$ cat src/rtl/uart_word_tx.sv
// uart_word_tx: buffers 32-bit words in a small FIFO and sends each as four 8N1 UART frames, MSB byte first.
module uart_word_tx #(
    parameter int CLKS_PER_BIT = 868,
    parameter int FIFO_DEPTH   = 4
) (
    input  logic                          clk,
    input  logic                          rst,
    input  logic                          in_valid,
    input  logic [31:0]                   in_data,
    output logic                          in_ready,
    output logic                          tx,
    output logic                          busy,
    output logic                          overflow,
    output logic [$clog2(FIFO_DEPTH):0]   fifo_count
);
    localparam int AW = $clog2(FIFO_DEPTH);
    localparam int TW = $clog2(CLKS_PER_BIT);
    localparam logic [AW:0]   FULL = (AW+1)'(FIFO_DEPTH);
    localparam logic [TW-1:0] LAST = TW'(CLKS_PER_BIT - 1);

    typedef enum logic [1:0] {IDLE, START, DATA, STOP} state_t;

    state_t        state, state_n;
    logic [31:0]   mem [FIFO_DEPTH];
    logic [AW-1:0] wr_ptr, rd_ptr;
    logic [31:0]   hold;
    logic [TW-1:0] timer, timer_n;
    logic [2:0]    bit_idx, bit_idx_n;
    logic [1:0]    byte_idx, byte_idx_n;
    logic          push, pop, tick, tx_n;
    logic [7:0]    cur_byte;

    assign in_ready = fifo_count != FULL;
    assign busy     = state != IDLE || fifo_count != '0;
    assign push     = in_valid && in_ready;
    assign pop      = state == IDLE && fifo_count != '0;
    assign tick     = timer == LAST;
    assign cur_byte = hold[31:24];

    always_comb begin
        state_n    = state;
        timer_n    = tick ? '0 : timer + 1'b1;
        bit_idx_n  = bit_idx;
        byte_idx_n = byte_idx;
        tx_n       = 1'b1;
        case (state)
            IDLE: begin
                timer_n = '0;
                if (pop) begin
                    state_n    = START;
                    byte_idx_n = '0;
                end
            end
            START: begin
                tx_n = 1'b0;
                if (tick) begin
                    state_n   = DATA;
                    bit_idx_n = '0;
                end
            end
            DATA: begin
                tx_n = cur_byte[bit_idx];
                if (tick) begin
                    bit_idx_n = bit_idx + 3'd1;
                    state_n   = bit_idx == 3'd7 ? STOP : DATA;
                end
            end
            STOP: begin
                if (tick) begin
                    state_n    = byte_idx != 2'd3 ? START : IDLE;
                    byte_idx_n = byte_idx + 2'd1;
                end
            end
            default: state_n = IDLE;
        endcase
    end

    always_ff @(posedge clk)
        if (push) mem[wr_ptr] <= in_data;

    always_ff @(posedge clk) begin
        if (rst) begin
            state      <= IDLE;
            timer      <= '0;
            bit_idx    <= '0;
            byte_idx   <= '0;
            tx         <= 1'b1;
            wr_ptr     <= '0;
            rd_ptr     <= '0;
            fifo_count <= '0;
            overflow   <= 1'b0;
            hold       <= '0;
        end else begin
            state      <= state_n;
            timer      <= timer_n;
            bit_idx    <= bit_idx_n;
            byte_idx   <= byte_idx_n;
            tx         <= tx_n;
            wr_ptr     <= wr_ptr + AW'(push);
            rd_ptr     <= rd_ptr + AW'(pop);
            fifo_count <= fifo_count + (AW+1)'(push) - (AW+1)'(pop);
            overflow   <= overflow | (in_valid & ~in_ready);
            // the next byte to send always sits in the top byte of hold
            if (pop)
                hold <= mem[rd_ptr];
            else if (state == STOP && tick)
                hold <= {hold[23:0], 8'h00};
        end
    end
endmodule

$ cat config.mk
export PLATFORM = sky130hd
export DESIGN_NAME = uart_word_tx
export DESIGN_NICKNAME = d
export VERILOG_FILES = /design/src/rtl/uart_word_tx.sv
export SDC_FILE = /design/constraint.sdc
export NUM_CORES = 1
export LEC_CHECK = 0
export CORE_AREA = 2 2 118 120
export DETAILED_ROUTE_END_ITERATION = 10
export DIE_AREA = 0 0 120 122
export GPL_TIMING_DRIVEN = 0
export PLACE_DENSITY = 0.8
export REMOVE_ABC_BUFFERS = 1
export SYNTH_ARGS = -nofsm -noshare
export SYNTH_HDL_FRONTEND = slang
export SYNTH_SLANG_ARGS = --single-unit
$ cat constraint.sdc
create_clock -name clk -period 3.95 [get_ports clk]
set_input_delay 0.5925 -clock clk [delete_from_list [all_inputs] [get_ports clk]]
set_output_delay 0.5925 -clock clk [all_outputs]
set_load 0.005 [all_outputs]
Word-level counts from Yosys, hierarchy flattened
Memory sizes are Yosys's and may differ from the RTL's. A register that Yosys moved wholly into a read port is not among the register bits.
Index checks and enable logic that the tools add are counted.
{"block": "totals", "ff_bits": 58, "ramBits": 128, "in_bits": 35, "output_inout_bits": 7, "word_cells": 68, "mem_count": 1}
{"block": "classes", "addsub": 7, "n_lt_le_gt_ge": 1, "n_eq_ne": 11, "mux": 21, "n_bitwise": 3, "reduce_logical": 14}
{"name": "mem", "words": 4, "width": 32, "rd": 1, "rd_ports_with_merged_regs": 1, "write_ports": 1, "line": "24", "rtl": "logic [31:0] mem [FIFO_DEPTH];"}
{"cell": "32-bit 2-to-1 mux", "n": 2}
{"cell": "2-bit 2-to-1 mux", "n": 7}
{"cell": "10-bit by 1-bit adder with 10-bit output (second input constant)", "n": 1}
{"cell": "10-bit equality test (second input constant)", "n": 1}
{"cell": "2-bit inequality test (second input constant)", "n": 5}
{"cell": "2-bit case mux with 4 select lines", "n": 1}
{"cell": "2-bit nonzero test", "n": 4}
{"cell": "3-bit 2-to-1 mux", "n": 2}
{"cell": "3-bit case mux with 2 select lines", "n": 1}
{"cell": "3-bit AND reduction", "n": 2}
{"cell": "1-bit 2-to-1 mux", "n": 5}
{"cell": "2-bit by 1-bit adder with 2-bit output", "n": 2}
{"cell": "2-bit equality test (second input constant)", "n": 2}
{"cell": "3-bit by 4-bit < comparator with 1-bit output (second input constant)", "n": 1}
{"cell": "2-bit case mux with 2 select lines", "n": 1}
{"cell": "4-bit AND reduction", "n": 1}
{"cell": "3-bit by 1-bit adder with 3-bit output", "n": 1}
{"cell": "3-bit by 1-bit adder with 3-bit output (second input constant)", "n": 1}
{"cell": "1-bit binary-select mux with 3-bit select", "n": 1}
{"cell": "3-bit equality test (second input constant)", "n": 1}
{"cell": "1-bit logical AND", "n": 3}
{"cell": "3-bit inequality test (second input constant)", "n": 1}
{"cell": "3-bit nonzero test", "n": 1}
{"cell": "3-bit OR reduction", "n": 1}
{"cell": "9 further kinds", "n": 9}

Logic depth before layout (Yosys ltp)
Gate-level depths: netlist of run 1.
{"block": "depth", "ltp_word": 4, "depth_mapped": 13, "depth_no_buf": 10}

Worst setup path before layout of run 1
OpenSTA, ideal clock, no wires.
{"block": "synth_path", "path_kind": "register to register", "start": "register fifo_count[1]", "end": "memory mem[1][0] (enable)", "setup_ns": 0.468, "arrival_ns": 3.218, "t_required_ns": 3.482, "setup_slack_ns": 0.264, "stages_incl_launch_ff": 5, "n_path_buf": 0, "synth_period_minus_slack_ns": 3.686, "cell_sequence": "dfxtp_1 nor2_1 nand2_1 nand2_1 nor3b_1"}
{"block": "synth_via", "elab_chain_len": 4}
{"item": "start, declared", "line": "14", "rtl": "output logic [$clog2(FIFO_DEPTH):0] fifo_count"}
{"item": "start signal, assigned", "line": "101", "rtl": "fifo_count <= fifo_count + (AW+1)'(push) - (AW+1)'(pop);"}
{"item": "3-bit inequality test", "line": "33", "rtl": "assign in_ready = fifo_count != FULL;"}
{"item": "named net in_ready", "line": "10", "rtl": "output logic in_ready,"}
{"item": "1-bit logical AND", "line": "35", "rtl": "assign push = in_valid && in_ready;"}
{"item": "1-bit 2-to-1 mux", "line": "79", "rtl": "if (push) mem[wr_ptr] <= in_data;"}
{"item": "1-bit 2-to-1 mux (implied by the code)", "line": "79"}
{"item": "end, declared", "line": "24"}
The timed path passes the listed nets, and every way through them passes these cells.

Final worst setup path of run 1
{"block": "layout_path", "start": "register state[0]", "end": "output port busy"}
{"block": "layout_via", "elab_chain_len": 2}
{"item": "start, declared", "line": "23", "rtl": "state_t state, state_n;"}
{"item": "start signal, assigned", "line": "94", "rtl": "state <= state_n;"}
{"item": "2-bit nonzero test", "line": "34", "rtl": "assign busy = state != IDLE || fifo_count != '0;"}
{"item": "1-bit logical OR", "line": "34"}
{"item": "end, declared", "line": "12", "rtl": "output logic busy,"}
No other way between the ends.

==> flow_summary.yaml, run 1 <==
run_status:
  status: "completed"
pwr:
  internal_power_w: 0.00412
  pwr-share-seq_pct: 45.2
  switching_power_w: 0.00169
  power_density_mw_per_mm2: 666
  p_comb_share_pct: 24.1
  p_clk_share_pct: 30.7
  p_sw_share_pct: 29.1
  power_w: 0.00581
  ir_drop_mv: 0.477
  leakagePower_nw: 2.96
placed_design:
  placed_area_sq_mm: 0.00810
  dp_slack_ns: 1.08
  numPortBuffers: 41
  gp_congestion: 0.727
  hpwl_um: 8350
clock_network:
  clockBufferDepth: 2
  ctsHoldBuffers: 0
  htreeDepth: 4
  clk_pin_slew_ns: 0.07
  cts_resized: 0
  cts_tree: "done"
  numCtsBuffers: 17
  clockRootBuffer: "clkbuf_16"
  cts_setup_buffers: 0
  clock-sinks: 186
  clock_latency_ns: 0.43
drt:
  wire_per_inst_um: 18.5
  routed_wirelength_um: 13200
  vias_per_cell: 5.73
  ant_nets: 0
  drt_iter0_drc: 264
  drc: 0
  vias: 4092
  first_pass_iters: 4
floorplan:
  core-area_sq_mm: 0.0135
  row_count: 43
  initial_core_util_pct: 55.2
  ioPinCount: 42
  die_y_um: 122
  dieWidth_um: 120
  die_area_sq_mm: 0.0146
layout:
  fin_nets: 568
  insertedDiodeCount: 0
  final_area_sq_mm: 0.00873
  drive_gt1_share_pct: 20.2
  post-route-util_pct: 64.6
  syn_to_final_growth_pct: 17.1
timing:
  setup_viol: 0
  max_slew_margin_pct: 34.2
  setup_ws_ns: 0.950
  fin_crit_sh_pct: 76.0
  finalCriticalPeriod_ns: 3.00
  worstMarginPinSlew_ns: 0.985
  final_hold_viol_count: 0
  slew_violations: 0
  max_freq_mhz: 333
  fin_worst_skew_ns: 0.00569
  rsz0062_at_grt: "no"
  setup_tns_ns: 0
synthesis:
  synth-edff-count: 128
  synth_top_area_share_pct: 51.6
  yosysWarnings: 0
  synth_area_sq_mm: 0.00746
  syn-mean-instance-area_sq_um: 15.6
  synth_seq_area_share_pct: 67.1
  synthFlopType: "edfxtp_1"
  synthTopCellsByCount: "128 x edfxtp_1, 58 x dfxtp_1, 53 x nor2_1, 34 x mux4_2"
  yosysMostFrequentCell: "edfxtp_1"
  yosysTopAreaCell: "edfxtp_1"
  async_reset_ff_share_pct: 0
  synth_cell_types: 47
  synthTopCellsByArea: "edfxtp_1 52%, dfxtp_1 16%, mux4_2 10%"
  postSynthCellCount: 477
  ys_ff_latch: 186
critical_path:
  crit_buf_inv: 3
  worstPathRequired_ns: 3.36
  r2r_start: "state[0]"
  startpoint: "state[0]"
  cp_data_arrival_time_ns: 2.41
  reg2reg_slack_ns: 1.09
  crit_path_end_kind: "output port"
  critPathMaxFanout: 9
  cpMostUsedCell: "inv_1"
  reg2regPathDepth: 10
  reg2reg_to: "fifo_count[2]"
  cp_num_cells: 5
  path_cells: "inv_1 > ha_1 > nor4b_2 > inv_1 > clkdlybuf4s50_1"
  crit_type: "flop to output port"
  cp_slowest_stage_delay_ns: 0.66
  cp-start-kind: "flop"
  path_delay_family: "simple AND/OR/NAND/NOR gates"
  cpMaxStageDelayCell: "nor4b_2"
flow_run:
  maxCapViolCount: 0
worst_hold_path:
  hp-class: "primary input to flop"
  hold-path-cell-count: 2
  min_from: "rst"
  holdPathEnd: "hold[0]"
global_route:
  grt_pass1_vias: 4236
  overflow: 0
  antenna_found_initial: 0
  grt_pass1_wl_um: 21600
  grt_max_degree: 50
  grt_usage_pct: 19.9
==> power by group through the flow <==
| stage | Sequential [W] | Combinational, W | Clock (W) |
|---|---|---|---|
| after CTS | 0.00263 | 0.00142 | 0.00181 |
| after floorplan | 0.00263 | 0.000937 | 0 |
| after global placement | 0.00270 | 0.00124 | 0 |
| final | 0.00263 | 0.00140 | 0.00179 |
| after detailed placement | 0.00267 | 0.00140 | 0 |
| after global routing | 0.00266 | 0.00155 | 0.00189 |
==> layer usage <==
metal  GRT usage (%)  share of wire [%]
met1            22.9                 40
met2            36.2                 55
met3            4.59                2.9
met4            7.65                1.5
met5               0                  0
==> registers in the layout, indices dropped and copies added (netlist names) <==
name	cells
timer	10
state	2
tx	1
mem	128
fifo_count	3
hold	32
rd_ptr	2
wr_ptr	2
byte_idx	2
overflow	1
bit_idx	3
==> cells by family (layout without fill, tap and decap cells) <==
| family | after synthesis | after routing | synth area share [%] |
|---|---|---|---|
| fa+ha+maj | 12 | 12 | 2.11 |
| flops | 186 | 186 | 67.1 |
| simple gates | 124 | 124 | 8.02 |
| compound gates | 60 | 60 | 6.54 |
| buf+inv | 37 | 94 | 2.85 |
| mux | 44 | 44 | 11.7 |
| xor+xnor | 14 | 14 | 1.64 |
==> how the worst max path moves through the flow <==
stage	to	slack, ns
after global routing	busy	0.67
after CTS	busy	0.90
after floorplan	mem[1][0]	0.26
final	busy	0.95
after global placement	mem[1][3]	-2.18
after detailed placement	fifo_count[2]	1.08
==> cells in the final DEF (no fill, tap or decap), drive strengths merged, types with 2 or more instances in the layout <==
master and instances:
nor3b 2, and3 4, buf 13, nor2b 2
a2111oi 16, xnor2 8, o211ai 2, nor3 21
mux2i 8, inv 19, mux4 34, a21oi 21
a31oi 2, nor4b 2, nand2 17, bufinv 3
edfxtp 128, nand4 3, xor2 6, o21ai 13
mux2 2, nor2 53, nand3 15, dfxtp 58
clkbuf 17, ha 11, clkdlybuf4s50 40
==> layout make-up <==
cell class	count	area [sq um]
Clock buffer	17	425
Clock inverter	15	201
Fill cell	931	4780
Inverter	9	33.8
Multi-Input combinational cell	254	2260
Sequential cell	186	5010
Tap cell	180	225
Timing Repair Buffer	53	571
==> metrics by stage <==
| stage | cells | hold slack [ns] |
|---|---|---|
| after floorplan | 449 | 0.430 |
| after global placement | 670 | 0.444 |
| after detailed placement | 682 | 0.459 |
| after CTS | 714 | 0.370 |
| after global routing | 714 | 0.378 |
| final | 714 | 0.379 |
(Power assumes the default switching activity.)
==> run 2, diff against run 1 <==
- clock period: 3.95 -> 2.8 ns (I/O delays scaled with it)
==> run 2 against run 1 <==
  * Clock skew shrank 0.00085 ns
  * Register-to-register slack got worse by 0.81 ns
  * Flip-flop and latch count is the same
  * Global-route usage did not move
  * Final area increased by 0.39%
  * Largest power group unchanged
==> flow_summary.yaml, run 2 (same netlist as run 1, synthesis figures left out) <==
placed_design:
  gp_congestion: 0.727
  hpwl_um: 8350
  numPortBuffers: 41
  placed_area_sq_mm: 0.00810
global_route:
  overflow: 0
  antenna_found_initial: 0
  grt_max_degree: 50
  grt_pass1_vias: 4236
  grt_usage_pct: 19.9
  grt_pass1_wl_um: 21600
timing:
  fin_crit_sh_pct: 89.8
  max_slew_margin_pct: 34.7
  rsz0062_at_grt: "no"
  slew_violations: 0
  finalCriticalPeriod_ns: 2.52
  fin_worst_skew_ns: 0.00484
  final_hold_viol_count: 0
  worstMarginPinSlew_ns: 0.978
  max_freq_mhz: 398
  whs_ns: 0.204
  setup_viol: 0
layout:
  fin_nets: 570
  insertedDiodeCount: 0
  top_register: "mem"
  layout_commonest_cell: "edfxtp_1"
  final_cell_mix: "128 x edfxtp_1, 56 x dfxtp_1, 53 x nor2_1, 40 x clkdlybuf4s50_1, 34 x mux4_2"
  top_regs: "mem (128), hold (32), timer (10)"
  largest_register_ffs: 128
  final_area_sq_mm: 0.00876
  syn_to_final_growth_pct: 17.5
  drive_gt1_share_pct: 20.7
  n_fill_cell: 924
drt:
  routed_wirelength_um: 13300
  drc: 0
  drt_iter0_drc: 284
  vias: 4107
  ant_nets: 0
  first_pass_iters: 5
  wire_per_inst_um: 18.5
  vias_per_cell: 5.74
critical_path:
  path_cells: "ha_1 > and4b_4 > nand4_4 > nor3_1 > a2111oi_2"
  cpMaxStageDelayCell: "nand4_4"
  cp_data_arrival_time_ns: 2.79
  worstPathRequired_ns: 3.07
  critPathMaxFanout: 49
  cp-start-kind: "flop"
  cp_slowest_stage_delay_ns: 0.75
  crit_path_end_kind: "flop"
  crit_type: "flop to flop"
clock_network:
  clock-sinks: 186
  clk_pin_slew_ns: 0.07
  cts_tree: "done"
  clock_latency_ns: 0.43
  clockRootBuffer: "clkbuf_16"
  htreeDepth: 4
  clockBufferDepth: 2
  numCtsBuffers: 17
floorplan:
  initial_core_util_pct: 55.2
  die_y_um: 122
  ioPinCount: 42
  dieWidth_um: 120
  row_count: 43
  core-area_sq_mm: 0.0135
  die_area_sq_mm: 0.0146
run_status:
  status: "completed"
pwr:
  leakagePower_nw: 2.98
  power_density_mw_per_mm2: 943
  ir_drop_mv: 0.670
worst_hold_path:
  hp-class: "primary input to flop"
flow_run:
  maxCapViolCount: 0
## run 2: cell count changes in the layout (fill, tap and decap cells not counted)
cell / previous run / this run
ha_1: 11 / 10
nor4b_2: 1 / 0
ha_2: 0 / 1
o31a_4: 0 / 1
o31a_2: 1 / 0
buf_4: 3 / 5
nor4b_4: 0 / 1
## run 2: area by class of cell
cell class / instances / area [sq um] / area share [%]
Clock inverter: 15 / 201 / 2.30
Clock buffer: 17 / 425 / 4.86
Timing Repair Buffer: 55 / 586 / 6.68
Sequential cell: 186 / 5010 / 57.1
Multi-Input combinational cell: 254 / 2280 / 26.1
Tap cell: 180 / 225 / 2.57
Inverter: 9 / 33.8 / 0.386
## run 2: critical path: cells and delay by family, from the launching register on
kind            cells  cell delay, ns
compound gates      1            0.09
simple gates        3            1.59
fa+ha+maj           1            0.28
flops               1            0.38
## run 2: final timing paths
check / endpoint / depth (start not counted) / slack (ns) / startpoint
max: hold[16] / 5 / 0.28 / timer[0]
min reg2reg: hold[3] / 2 / 0.47 / hold[3]
max reg2reg: hold[16] / 5 / 0.28 / timer[0]
min: hold[0] / 2 / 0.20 / rst
## run 2: timing repair
| item | CTS | global route |
|---|---|---|
| buffers inserted | 0 | 2 |
| setup endpoints to repair | 2 | 3 |
| resized for setup | 0 | 3 |
| hold buffers | 0 | 0 |
## run 2: layer usage
layer  vias up  wire (um)  part of all wire (%)  track usage [%]
li1       1931          -                     -                -
met1      2067       5220                    39             22.9
met2        92       7310                    55             36.2
met3        17        548                   4.1             4.59
met4         0        197                   1.5             7.65
met5         -          0                     0                0
## run 2: where the power goes
group | leakage, nW | internal (W) | total (W) | switching, W
Clock | 0.306 | 0.00144 | 0.00252 | 0.00108
Sequential | 1.65 | 0.00339 | 0.00371 | 0.000323
Combinational | 1.02 | 0.00103 | 0.00203 | 0.00100
Total | 2.98 | 0.00586 | 0.00826 | 0.00240
## run 2: per-stage QoR
stage | worst slack, ns | power [W] | util [%] | cells | setup TNS (ns)
after detailed placement | -0.0691 | 0.00574 | 60.0 | 682 | -0.0691
final | 0.285 | 0.00826 | 64.9 | 716 | 0
after global routing | 0.0937 | 0.00866 | 64.9 | 716 | 0
after CTS | -0.0777 | 0.00826 | 64.6 | 714 | -0.155
after floorplan | -0.886 | 0.00503 | - | 449 | -77.58
after global placement | -3.16 | 0.00556 | 58.6 | 670 | -316.96
==> run 3, diff against run 2 <==
- clock period: 2.8 -> 2.5 ns (I/O delays scaled with it)
==> run 3 against run 2 <==
  * Final area up 0.54%
  * Clock skew grew 0.0029 ns
  * Worst setup slack worse by 0.22 ns
  * Count of clock-buffer cells in the layout unchanged
  * Critical endpoint is now fifo_count[2]
  * Total power up 13%
  * Die area stayed put
  * Combinational power rose by 13%
  * Sequential share of layout area fell by 0.29 points
  * Sequential power up 12%
  * Register-to-register slack lost 0.22 ns
  * Clock power up 12%
==> flow_summary.yaml, run 3 (same netlist as run 1, synthesis figures left out) <==
run_status:
  status: "completed"
worst_hold_path:
  hp-class: "primary input to flop"
  hold-path-cell-count: 2
global_route:
  grt_pass1_wl_um: 22200
  overflow: 0
  grt_pass1_vias: 4295
  grt_usage_pct: 20.4
  grt_max_degree: 44
  antenna_found_initial: 0
drt:
  ant_nets: 0
  routed_wirelength_um: 13800
  vias: 4151
  wire_per_inst_um: 19.3
  vias_per_cell: 5.80
  drc: 0
  first_pass_iters: 4
  drt_iter0_drc: 283
layout:
  top_register: "mem"
  final_cell_mix: "128 x edfxtp_1, 55 x dfxtp_1, 53 x nor2_1, 40 x clkdlybuf4s50_1, 34 x mux4_2"
  syn_to_final_growth_pct: 18.2
  final-instance-count-excl-fill: 716
  final_area_sq_mm: 0.00881
  n_fill_cell: 913
  layout_commonest_cell: "edfxtp_1"
  top_regs: "mem (128), hold (32), timer (10)"
  drive_gt1_share_pct: 20.9
  insertedDiodeCount: 0
  fin_nets: 570
  largest_register_ffs: 128
placed_design:
  placed_area_sq_mm: 0.00810
  numPortBuffers: 41
  hpwl_um: 8350
  dp.cells: 682
  gp_congestion: 0.727
floorplan:
  die_area_sq_mm: 0.0146
  row_count: 43
  ioPinCount: 42
  die_y_um: 122
  initial_core_util_pct: 55.2
  core-area_sq_mm: 0.0135
  dieWidth_um: 120
critical_path:
  crit_path_end_kind: "flop"
  cp_data_arrival_time_ns: 2.76
  reg2regPathDepth: 10
  worstPathRequired_ns: 2.82
  crit_path_end: "fifo_count[2]"
  cp-start-kind: "flop"
  r2r_start: "state[0]"
  startpoint: "state[0]"
  crit_type: "flop to flop"
  critPathMaxFanout: 43
  reg2reg_to: "fifo_count[2]"
  reg2reg_slack_ns: 0.06
clock_network:
  htreeDepth: 4
  clockRootBuffer: "clkbuf_16"
  clock_latency_ns: 0.43
  clockBufferDepth: 2
  clk_pin_slew_ns: 0.07
  numCtsBuffers: 17
  clock-sinks: 186
  ctsHoldBuffers: 0
  cts_tree: "done"
pwr:
  internal_power_w: 0.00657
  power_w: 0.00929
  p_sw_share_pct: 29.3
  power_density_mw_per_mm2: 1050
  switching_power_w: 0.00272
  ir_drop_mv: 0.754
  leakagePower_nw: 2.99
  p_comb_share_pct: 24.7
  p_clk_share_pct: 30.5
  pwr-share-seq_pct: 44.8
timing:
  slew_violations: 0
  fin_crit_sh_pct: 97.6
  fin_worst_skew_ns: 0.00778
  finalCriticalPeriod_ns: 2.44
  max_slew_margin_pct: 38.6
  max_freq_mhz: 410
  setup_viol: 0
  final_hold_viol_count: 0
  rsz0062_at_grt: "yes"
  worstMarginPinSlew_ns: 0.921
flow_run:
  maxCapViolCount: 0
-- run 3: layer usage --
layer	track usage (%)	up-vias	share of wire, %
met3	4.31	14	4.8
met5	0	-	0
li1	-	1937	-
met2	36.5	87	55
met4	7.94	0	1.1
met1	24.2	2113	39
-- run 3: power groups by stage --
stage	registers (W)	clock network, W	logic [W]
after floorplan	0.00415	0	0.00148
after global placement	0.00427	0	0.00196
after detailed placement	0.00421	0	0.00222
after CTS	0.00417	0.00286	0.00228
after global routing	0.00422	0.00298	0.00251
final	0.00416	0.00283	0.00230
-- run 3: worst min path at each step --
stage	startpoint	endpoint	slack, ns
after global placement	timer[0]	timer[0]	0.44
final	rst	hold[0]	0.16
after global routing	rst	hold[0]	0.16
after floorplan	timer[0]	timer[0]	0.43
after CTS	rst	hold[0]	0.15
after detailed placement	timer[0]	timer[0]	0.46
-- run 3: what timing repair did --
item | CTS | global route
setup buffers | 1 | 0
cloned | 1 | 0
resized for setup | 3 | 7
setup endpoints to repair | 9 | 107
-- run 3: worst max-delay path, cell delays in order, from the launching register on --
cell	delay [ns]
dfxtp_1	0.34
inv_1	0.14
ha_4	0.21
o31a_4	0.48
xnor2_1	0.18
ha_1	0.16
inv_1	0.05
fa_1	0.38
xor2_1	0.16
xnor2_1	0.15
nor2_1	0.05
-- run 3: cell type report --
cell class	instances	area (sq um)	area share, %
flip-flops and latches	186	5010	56.9
multi-input cells	255	2340	26.5
repair buffers	54	578	6.56
clock inverters	15	201	2.29
clock buffers	17	425	4.83
well taps	180	225	2.56
inverters	9	33.8	0.383
-- run 3: stage by stage --
| stage | setup TNS [ns] | utilization, % | hold slack [ns] | setup slack, ns |
|---|---|---|---|---|
| after floorplan | -106.90 | - | 0.430 | -1.19 |
| after global placement | -363.23 | 58.6 | 0.444 | -3.42 |
| after detailed placement | -0.683 | 60.0 | 0.459 | -0.369 |
| after CTS | -0.0394 | 64.9 | 0.152 | -0.00631 |
| after global routing | -0.130 | 65.2 | 0.163 | -0.130 |
| final | 0 | 65.2 | 0.164 | 0.0612 |
==> variant 1, RTL diff (config.mk and constraints of run 2) <==
The 4 states of `state_t` get a Gray code encoding in 2 bits.
--- a/src/rtl/uart_word_tx.sv
+++ b/src/rtl/uart_word_tx.sv
@@ -18,7 +18,7 @@
     localparam logic [AW:0]   FULL = (AW+1)'(FIFO_DEPTH);
     localparam logic [TW-1:0] LAST = TW'(CLKS_PER_BIT - 1);
 
-    typedef enum logic [1:0] {IDLE, START, DATA, STOP} state_t;
+    typedef enum logic [1:0] {IDLE = 2'b00, START = 2'b01, DATA = 2'b11, STOP = 2'b10} state_t;
 
     state_t        state, state_n;
     logic [31:0]   mem [FIFO_DEPTH];
Function: same outputs for any inputs over 10 cycles, from zero or initial values and one cycle with rst high; not proved beyond that.
==> variant 1 against run 2 <==
Sequential cell count did not move; setup slack improved by 0.034 ns; die area did not move; design area fell by 2.0%; area after synthesis fell by 2.5%; final cell count fell by 0.84%; power fell by 3.4%; wire length rose by 1.5%; critical endpoint is now hold[31]; largest power group unchanged.
==> variant 1: results (changes against run 2) <==
set qor(post_dp_cell_area_um2) 7940 ;# -2.1%
set qor(seq-cell-share_pct) 58.3 ;# +1.1 points
set qor(post_synth_fa_ha_maj_area_fraction_pct) 1.31 ;# -0.81 points
set qor(cp_slowest_cell) {sky130_fd_sc_hd__and4_1}
set qor(portion_of_netlist_area_occupied_by_mux_cells_pct) 10.5 ;# -1.2 points
set qor(met2_wirelength_um) 7210 ;# -1.4%
set qor(post_route_cells_drive_above_1_share_pct) 17.7 ;# -3.0 points
set qor(outcome) {complete, no violations}
set qor(grtUsageMet1_pct) 23.1 ;# +0.16 points
set qor(grt_max_degree) 35 ;# -30%
set qor(place.gp.congestion) 0.731 ;# +0.47%
set qor(fin_cells) 710 ;# -0.84%
set qor(power_leakage_nw) 2.76 ;# -7.3%
set qor(layout.nonclk_buf_share_pct) 6.73 ;# +0.046 points
set qor(peak_supply_drop_uv) 558 ;# -17%
set qor(grt_util_all_layers_pct) 20.0 ;# +0.12 points
set qor(syn-cell-area_um2) 7270 ;# -2.5%
set qor(multi_input_area_share_pct) 24.7 ;# -1.4 points
set qor(global_route_wire_length_before_repair_um) 21800 ;# +0.86%
set qor(cpPeakStageDelay_ns) 0.90 ;# +0.15 ns
set qor(cp_data_arrival_time_ns) 2.82 ;# +0.03 ns
set qor(min_to) {fifo_count[1]}
set qor(nClkBuffers) 18 ;# +1
set qor(multiInputCombCellCount) 259 ;# +2.0%
set qor(fin_worst_hold_slack_ns) 0.463 ;# +0.259 ns
set qor(inverters_excl_clock) 3 ;# -6
set qor(drt_iter0_markers) 270 ;# -4.9%
set qor(worst-path-max-fanout) 25 ;# -49%
set qor(grt_util_met2_pct) 35.3 ;# -0.85 points
set qor(wirelength_um) 13500 ;# +1.5%
set qor(place.detailed.hpwl_um) 8120 ;# -2.7%
set qor(yosys.cell_types.count) 37 ;# -21%
set qor(synth-compound-area-share_pct) 5.20 ;# -1.3 points
set qor(first_global_vias) 4315 ;# +1.9%
set qor(relSlewSlack_pct) 34.6 ;# -0.11 points
set qor(nNetsFinal) 559 ;# -1.9%
set qor(r2r-end) {hold[31]}
set qor(wl_on_met1_um) 5300 ;# +1.4%
set qor(synth_seq_area_share_pct) 68.8 ;# +1.7 points
-- variant 1: changes by cell type in the layout (fill, tap and decap cells not counted), moves of 6 or more --
cell	change
sky130_fd_sc_hd__nand2_1	+52
sky130_fd_sc_hd__a311oi_1	+13
sky130_fd_sc_hd__a21oi_1	-6
sky130_fd_sc_hd__a2111oi_2	-14
sky130_fd_sc_hd__nor2_1	-7
sky130_fd_sc_hd__nor3_1	-16
sky130_fd_sc_hd__mux2i_1	-8
sky130_fd_sc_hd__o21ai_0	-12
sky130_fd_sc_hd__inv_6	-7
sky130_fd_sc_hd__a311oi_2	+11
sky130_fd_sc_hd__inv_1	-6
-- variant 1: repair_timing --
action / in CTS / in global routing
resized for setup: 0 / 1
hold buffers: 0 / 0
setup endpoints to repair: 0 / 1
-- variant 1: where the power goes --
part	leakage [nW]	total [mW]	switching [mW]	internal, mW
registers	1.65	3.71	0.305	3.40
clock network	0.302	2.59	1.01	1.59
logic	0.812	1.68	0.839	0.841
total	2.76	7.98	2.15	5.83
==> variant 2, RTL diff (flow settings as in run 2) <==
Made on the original files. Set the parameter `CLKS_PER_BIT` to 1736 (it was 868).
--- a/src/rtl/uart_word_tx.sv
+++ b/src/rtl/uart_word_tx.sv
@@ -1,6 +1,6 @@
 // uart_word_tx: buffers 32-bit words in a small FIFO and sends each as four 8N1 UART frames, MSB byte first.
 module uart_word_tx #(
-    parameter int CLKS_PER_BIT = 868,
+    parameter int CLKS_PER_BIT = 1736,
     parameter int FIFO_DEPTH   = 4
 ) (
     input  logic                          clk,
Formal check against the unedited RTL: same outputs for any inputs over 10 cycles, from zero or initial values and one cycle with rst high; that may be too few to reach the edited logic, so the function may still have changed.
==> variant 2 against run 2 <==
Area after synthesis decreased by 1.2%; global-route usage increased by 0.33 points; sequential cell count increased by 1; synthesized cell count increased by 1.5%; wire length increased by 1.8%; power decreased by 0.34%; count of clock-buffer cells in the layout unchanged; design area decreased by 0.90%; setup slack got worse by 0.13 ns; core utilization decreased by 0.58 points; combinational power increased by 2%; register-to-register slack got worse by 0.08 ns; sequential share of layout area increased by 0.75 points; largest cell class unchanged; highest routed layer unchanged.
==> variant 2: results (changes against run 2) <==
set qor(port_buffers) 41 ;# unchanged
set qor(yosys.area_share.xor_xnor_pct) 1.78 ;# +0.14 points
set qor(yosys.cell_types.count) 42 ;# -11%
set qor(place.detailed.hpwl_um) 8600 ;# +3.0%
set qor(global_route_wire_length_before_repair_um) 22200 ;# +2.6%
set qor(portion_of_netlist_area_occupied_by_mux_cells_pct) 11.6 ;# -0.063 points
set qor(ys.warnings.count) 0 ;# unchanged
set qor(grt_max_degree) 52 ;# +4.0%
set qor(top_regs) {mem x128, hold x32, timer x11}
set qor(dp_worst_slack_ns) -0.0784 ;# -0.00924 ns
set qor(ys_dominant_reg_cell) {sky130_fd_sc_hd__edfxtp_1}
set qor(post_synth_main_area_contributors) {sky130_fd_sc_hd__edfxtp_1 (52%), sky130_fd_sc_hd__dfxtp_1 (16%), sky130_fd_sc_hd__mux4_2 (10%), sky130_fd_sc_hd__nor2_1 (2.4%), sky130_fd_sc_hd__nand3_1 (2.2%)}
set qor(outcome) {complete, no violations}
set qor(num-fill-cells) 946 ;# +2.4%
set qor(synth_seq_area_share_pct) 68.2 ;# +1.1 points
set qor(route.detailed.drc) 0 ;# unchanged
set qor(first_global_vias) 4363 ;# +3.0%
set qor(synth-compound-area-share_pct) 4.84 ;# -1.7 points
set qor(power_leakage_nw) 2.90 ;# -2.8%
set qor(post_dp_cell_area_um2) 8040 ;# -0.76%
set qor(sw_frac_of_total_pct) 29.5 ;# +0.44 points
set qor(peak_supply_drop_uv) 650 ;# -3.0%
set qor(synth_commonest_cells) {sky130_fd_sc_hd__edfxtp_1 (128), sky130_fd_sc_hd__dfxtp_1 (59), sky130_fd_sc_hd__nor2_1 (47)}
set qor(post_synth_fa_ha_maj_area_fraction_pct) 2.14 ;# +0.025 points
set qor(min_path_type) {flop to flop}
set qor(place.gp.congestion) 0.801 ;# +10%
set qor(grt_util_all_layers_pct) 20.2 ;# +0.33 points
set qor(areaGrowthSynthToFinish_pct) 17.9
set qor(cp_data_arrival_time_ns) 2.22 ;# -0.57 ns
set qor(nNetsFinal) 574 ;# +0.70%
set qor(routed_via_density) 5.78 ;# +0.78%
set qor(worst_slew_pin_slew_ns) 0.931 ;# -0.0469 ns
set qor(post_route_cells_drive_above_1_share_pct) 17.2 ;# -3.5 points
set qor(drt_iter0_markers) 364 ;# +28%
set qor(finalClockSkew_ns) 0.0106 ;# +0.00574 ns
set qor(worst-path-max-fanout) 6 ;# -88%
set qor(avgRoutedWirePerCell_um) 18.8 ;# +1.2%
## variant 2: cell types whose count changed after synthesis, sizes merged, moves of 7 or more
cell     delta
a2111oi    -16
a211oi      +8
a21oi       -8
a311oi     +16
clkbuf      +8
nand2      +16
nand3      +17
nor3       -16
o21ai       -7
## variant 2: area by class of cell
| class | instances | share of cell area (%) |
|---|---|---|
| clock buffer | 17 | 4.90 |
| clock inverter | 15 | 2.13 |
| inverter | 9 | 0.389 |
| multi-input combinational | 258 | 25.4 |
| sequential | 187 | 57.9 |
| tap | 180 | 2.59 |
| timing repair buffer | 54 | 6.64 |
## variant 2: path summary, 6_finish.rpt
path,slack [ns],end,start,cells after the start
max,0.16,busy,state[0],5
min,0.46,timer[0],timer[0],1
min reg2reg,0.46,timer[0],timer[0],1
max reg2reg,0.20,hold[20],state[1],4
## variant 2: routing by layer
layer | GRT usage, % | wire (um) | up-vias | part of all wire [%]
li1 | - | - | 1939 | -
met1 | 25.1 | 5650 | 2088 | 42
met2 | 34.7 | 7090 | 109 | 52
met3 | 4.73 | 545 | 26 | 4.0
met4 | 7.72 | 229 | 0 | 1.7
met5 | 0 | 0 | - | 0
## variant 2: critical path, stage by stage (launching register included)
cell                              delay [ns]
sky130_fd_sc_hd__dfxtp_1                0.34
sky130_fd_sc_hd__inv_1                  0.12
sky130_fd_sc_hd__ha_1                   0.36
sky130_fd_sc_hd__nor4b_4                0.37
sky130_fd_sc_hd__inv_1                  0.13
sky130_fd_sc_hd__clkdlybuf4s50_1        0.46
## variant 2: timing repair
item / CTS / global route
setup buffers: 0 / 1
endpoints found under the hold margin: 0 / 0
resized for setup: 3 / 1
endpoints found under the setup margin: 11 / 2
## variant 2: cell families after synthesis
kind of cell	after synthesis
DFF	187
AOI/OAI and AO/OA	51
xor gates and xnor gates	15
adders and majority gates	12
and+or+nand+nor	137
muxes	43
buffers and inverters	39
## variant 2: per-stage QoR
step,setup TNS [ns],std cells
after floorplan,-119.07,454
after global placement,-363.78,675
after detailed placement,-0.408,687
after CTS,0,719
after global routing,0,720
final,0,720
## variant 2: power groups by stage
| stage | registers, mW | logic [mW] | clock network, mW |
|---|---|---|---|
| after floorplan | 3.72 | 1.32 | 0 |
| after global placement | 3.82 | 1.76 | 0 |
| after detailed placement | 3.78 | 2.03 | 0 |
| after CTS | 3.74 | 2.07 | 2.46 |
| after global routing | 3.79 | 2.30 | 2.57 |
| final | 3.74 | 2.08 | 2.42 |
